`src/rtl/timer_ctrl.sv`:
```
// Control sequencer for the minute/second countdown timer: preset entry,
// load pulse, count-enable tick generation, pause/resume and expiry alarm.
module timer_ctrl #(
  parameter int TICK_DIV  = 50,
  parameter int MAX_MIN   = 99,
  parameter int DEF_MIN   = 10,
  parameter int ALARM_LEN = 8
) (
  input  logic       clk,
  input  logic       rst,
  input  logic       btn_start,
  input  logic       btn_pause,
  input  logic       btn_up,
  input  logic       btn_down,
  input  logic       t_stop,
  output logic [6:0] preset,
  output logic       t_rst,
  output logic       t_open,
  output logic       alarm,
  output logic [2:0] state
);

  localparam int PW = $clog2(TICK_DIV);
  localparam int CW = $clog2(ALARM_LEN + 1);

  localparam logic [PW-1:0] PRESC_LAST = PW'(TICK_DIV - 1);
  localparam logic [CW-1:0] TICK_LAST  = CW'(ALARM_LEN - 1);
  localparam logic [6:0]    PRESET_MAX = 7'(MAX_MIN);
  localparam logic [6:0]    PRESET_DEF = 7'(DEF_MIN);

  typedef enum logic [2:0] {
    IDLE  = 3'd0,
    LOAD  = 3'd1,
    RUN   = 3'd2,
    PAUSE = 3'd3,
    ALARM = 3'd4
  } state_e;

  state_e          state_q, state_d;
  logic [6:0]      preset_q, preset_d;
  logic [PW-1:0]   presc_q, presc_d;
  logic [CW-1:0]   tick_q, tick_d;
  logic            t_rst_q, t_open_q, t_open_d, alarm_q;
  logic            first_run_q;
  logic [3:0]      btn_prev_q;

  logic [3:0]      btn_now, btn_edge;
  logic            start_e, pause_e, up_e, down_e;
  logic            presc_wrap;
  logic [PW-1:0]   presc_inc;

  assign btn_now  = {btn_start, btn_pause, btn_up, btn_down};
  assign btn_edge = btn_now & ~btn_prev_q;
  assign {start_e, pause_e, up_e, down_e} = btn_edge;

  assign presc_wrap = (presc_q == PRESC_LAST);
  assign presc_inc  = presc_wrap ? '0 : presc_q + PW'(1);

  always_comb begin
    // NOTE: every next-state signal gets a default first, so no path leaves it unassigned and no latch is inferred.
    state_d  = state_q;
    preset_d = preset_q;
    presc_d  = presc_q;
    tick_d   = tick_q;
    t_open_d = 1'b0;
    unique case (state_q)
      IDLE: begin
        if (start_e) begin
          state_d = LOAD;
        end else if (up_e && !down_e) begin
          if (preset_q < PRESET_MAX) preset_d = preset_q + 7'd1;
        end else if (down_e && !up_e) begin
          if (preset_q > 7'd1) preset_d = preset_q - 7'd1;
        end
      end
      LOAD: begin
        state_d = RUN;
        presc_d = '0;
      end
      RUN: begin
        // The timer's stop flag is still stale on the first cycle after a load.
        if (t_stop && !first_run_q) begin
          state_d = ALARM;
          presc_d = presc_inc;
          tick_d  = '0;
        end else if (pause_e) begin
          state_d = PAUSE;
        end else begin
          presc_d  = presc_inc;
          t_open_d = presc_wrap;
        end
      end
      PAUSE: begin
        if (start_e || pause_e) state_d = RUN;
      end
      ALARM: begin
        if (start_e) begin
          state_d = IDLE;
          tick_d  = '0;
        end else begin
          presc_d = presc_inc;
          if (presc_wrap) begin
            if (tick_q == TICK_LAST) begin
              state_d = IDLE;
              tick_d  = '0;
            end else begin
              tick_d = tick_q + CW'(1);
            end
          end
        end
      end
      default: state_d = IDLE;
    endcase
  end

  always_ff @(posedge clk) begin
    if (!rst) begin
      state_q     <= IDLE;
      preset_q    <= PRESET_DEF;
      presc_q     <= '0;
      tick_q      <= '0;
      t_rst_q     <= 1'b0;
      t_open_q    <= 1'b0;
      alarm_q     <= 1'b0;
      first_run_q <= 1'b0;
      // Buttons held through reset must not register as a press.
      btn_prev_q  <= '1;
    end else begin
      // NOTE: state registers use non-blocking assignment so every flop samples pre-edge values.
      state_q     <= state_d;
      preset_q    <= preset_d;
      presc_q     <= presc_d;
      tick_q      <= tick_d;
      t_rst_q     <= (state_d != LOAD);
      t_open_q    <= t_open_d;
      alarm_q     <= (state_d == ALARM);
      first_run_q <= (state_q == LOAD);
      btn_prev_q  <= btn_now;
    end
  end

  assign state  = state_q;
  assign preset = preset_q;
  assign t_rst  = t_rst_q;
  assign t_open = t_open_q;
  assign alarm  = alarm_q;

endmodule

```
`config.mk`:
```
export PLATFORM = sky130hd
export DESIGN_NAME = timer_ctrl
export DESIGN_NICKNAME = d
export VERILOG_FILES = /design/src/rtl/timer_ctrl.sv
export SDC_FILE = /design/constraint.sdc
export NUM_CORES = 1
export LEC_CHECK = 0
export BUFFER_PORTS_ARGS = -buffer_cell sky130_fd_sc_hd__buf_2
export CAP_MARGIN = 20
export CORE_UTILIZATION = 50
export DETAILED_ROUTE_END_ITERATION = 12
export GPL_TIMING_DRIVEN = 0
export PLACE_DENSITY = 0.69
export REMOVE_ABC_BUFFERS = 1
export SYNTH_ARGS = -nofsm -noshare
export SYNTH_HDL_FRONTEND = slang
export SYNTH_SLANG_ARGS = --single-unit
```
`constraint.sdc`:
```
create_clock -name clk -period 3.5 [get_ports clk]
set_clock_uncertainty 0.2 [all_clocks]
set_input_delay 0.525 -clock clk [delete_from_list [all_inputs] [get_ports clk]]
set_output_delay 0.525 -clock clk [all_outputs]
set_load 0.01 [all_outputs]
```
==> impl_metrics.yaml <==
run_status:
  status: "finished with violations"
  violations: "design-rule violations"
final_layout:
  antenna_cells: 0
  nets: 210
  syn_to_final_growth_pct: 9.44
  drive_above_1_share_pct: 15.4
  fillerInstances: 275
  multiInputGateArea_sq_um: 936
  stdcell_count: 226
  seq_area_sq_um: 561
clocking:
  htreeDepth: 1
  clock_latency_ns: 0.32
  cts_root_buf: "clkbuf_4"
  clock_path_buffers: 2
  cts_tree: "yes"
  numCtsBuffers: 3
  post_cts_buffers: 0
  post_cts_resized: 0
  cts.clk_slew.worst_paths_ns: 0.15
  cts_sinks: 28
  ctsHoldBuffers: 0
sta:
  rsz0062_at_grt: "no"
  final_max_slew_viol_count: 0
  slew-limit-headroom_pct: 66.6
  final.setup.tns_ns: 0
  setup_violations: 0
  timing.fmax_mhz: 426
  post-route-min-period_ns: 2.35
  fin_crit_sh_pct: 67.0
  hold_violations: 0
  finalWorstSetupSlack_ns: 1.15
  tightest_slew_ns: 0.493
floorplanning:
  die_area_sq_um: 3330
  die_h_microns: 57.7
  ios: 20
  core_area_sq_um: 2850
  initial_utilization_pct: 54.3
  dieWidth_microns: 57.7
  rows: 19
placement:
  port_buffers: 19
  hpwl_microns: 2220
  dp_cells: 222
  gp_congestion: 0.750
  post-place-ws_ns: 0.809
grt:
  antenna_found_initial: 0
  overflow: 0
  grt_usage_pct: 19.7
  grt_pass1_wl_microns: 5210
  grt_pass1_vias: 1249
  grt_max_degree: 24
worst_setup_path:
  worst_r2r_endpoint: "preset[6]"
  critPathCaptureType: "flip-flop"
  rr_startpoint: "btn_prev_q[0]"
  ff2ff_setup_slack_ns: 1.15
  critical_path_arrival_ns: 2.38
  cp.required_ns: 3.54
  crit_fanout: 9
  crit_type: "reg2reg"
  worstSetupStartpointType: "flip-flop"
  reg2regPathDepth: 7
pwr:
  power_frac_comb_pct: 13.7
  p_total_uw: 578
  p_sw_share_pct: 25.7
  power_frac_clock_pct: 26.9
  p_leak_uw: 0.000706
  intPower_uw: 429
  vdd_drop_max_v: 0.000269
  p_per_area_nw_per_um2: 340
  switching_power_uw: 148
  p_seq_share_pct: 59.5
yosys:
  synth_area_leaders: "dfxtp_1, ha_1, nand2b_1"
  synth_area_sq_um: 1550
  yosys.area.top_type_share_pct: 36.2
  synth_xor_area_share_pct: 3.95
  synthTopCellsByCount: "dfxtp_1, nand2_1, nand2b_1, nor2_1, a21oi_1"
  yosys_warnings: 0
  synth_flop_cell: "dfxtp_1"
  postSynthCellCount: 178
  yosysMostFrequentCell: "dfxtp_1"
  synth_seq_area_share_pct: 36.2
  ys_ff_latch: 28
  synth.distinct_cells: 49
  synth_top_family_by_area: "simple AND/OR/NAND/NOR gates"
  synth_compound_area_share_pct: 18.5
  synthMuxAreaShare_pct: 1.29
  yosys.area.top_type: "dfxtp_1"
  ys_async_sr_fraction_pct: 0
  synth_edf_count: 0
  avgSynthCellArea_sq_um: 8.71
  synth_adder_area_share_pct: 5.65
  synthSimpleGateAreaFrac_pct: 31.0
min_path:
  hold_path.class: "in2reg"
  min_to: "btn_prev_q[1]"
  min-delay-start: "btn_up"
  whs_path_depth: 2
route:
  drc: 2
  drtPass1Iterations: 9
  vias_per_cell: 5.88
  routedWlPerCell_microns: 13.0
  antenna_left: 0
  via_count: 1328
  drt_wl_total_microns: 2950
  drt_iter0_drc: 56
run:
  cap_violations: 0
-- registers in the layout, indices dropped and copies added, names as in the netlist --
register and cells:
state 3, btn_prev_q 4, first_run_q 1, t_rst 1, presc_q 6, alarm 1
t_open 1, tick_q 4, preset 7
-- cell usage in the layout (no fill, tap or decap), drive strengths merged, types with 6 or more instances in the layout --
cell type	synthesis	layout
nor2	12	12
nor2b	7	7
inv	8	8
xnor2	6	6
dfxtp	28	28
nand2b	12	12
buf	1	19
nand2	16	16
a21oi	10	10
ha	7	7
nand4	6	6
-- stage by stage --
stage | hold WS, ns | utilization [%] | area, sq um
floorplan | 0.251 | - | 1530
global placement | 0.263 | 58.2 | 1660
detailed placement | 0.282 | 58.2 | 1660
CTS | 0.179 | 59.5 | 1700
global route | 0.182 | 59.5 | 1700
finish | 0.184 | 59.5 | 1700
-- area by class of cell --
cell class	count	share of cell area (%)
multi-input cells	136	55.2
flip-flops and latches	28	33.0
repair buffers	19	5.60
well taps	31	2.29
clock buffers	4	2.14
inverters	8	1.77
-- how the worst max path moves through the flow --
stage,startpoint,to,slack (ns)
floorplan,btn_up,preset[6],1.07
global placement,btn_up,preset[6],0.86
detailed placement,btn_up,preset[6],0.81
CTS,btn_prev_q[0],preset[6],1.14
global route,btn_prev_q[0],preset[6],1.05
finish,btn_prev_q[0],preset[6],1.15
-- power by group through the flow --
stage,sequential [uW],clock (uW),combinational [uW]
after floorplan,350,0,53.4
after global placement,349,0,76.0
after detailed placement,350,0,79.2
after CTS,343,161,79.4
after global routing,345,169,89.3
final,343,155,79.0
-- metal layers --
layer | GRT usage [%] | vias to the layer above | share of wire, % | wire [microns]
met5 | 0 | - | 0 | 0
met4 | 5.10 | 0 | 0.61 | 18
met3 | 4.24 | 2 | 3.5 | 102
met2 | 34.1 | 25 | 50 | 1470
met1 | 25.0 | 631 | 46 | 1360
li1 | - | 670 | - | -
-- critical path, stage by stage, from the launching register on --
cell	delay (ns)
dfxtp_1	0.32
nand2b_1	0.13
ha_1	0.29
or4_4	0.47
nor4_4	0.36
nor3_4	0.12
and3_1	0.18
o21a_1	0.17
-- kinds of logic after synthesis --
kind of cell,count (synthesis)
flip-flops,28
adder cells (fa/ha/maj),7
AO/OA/AOI/OAI,41
AND/OR/NAND/NOR,79
XOR/XNOR,7
buffers and inverters,14
multiplexers,2
(Power assumes the default switching activity.)
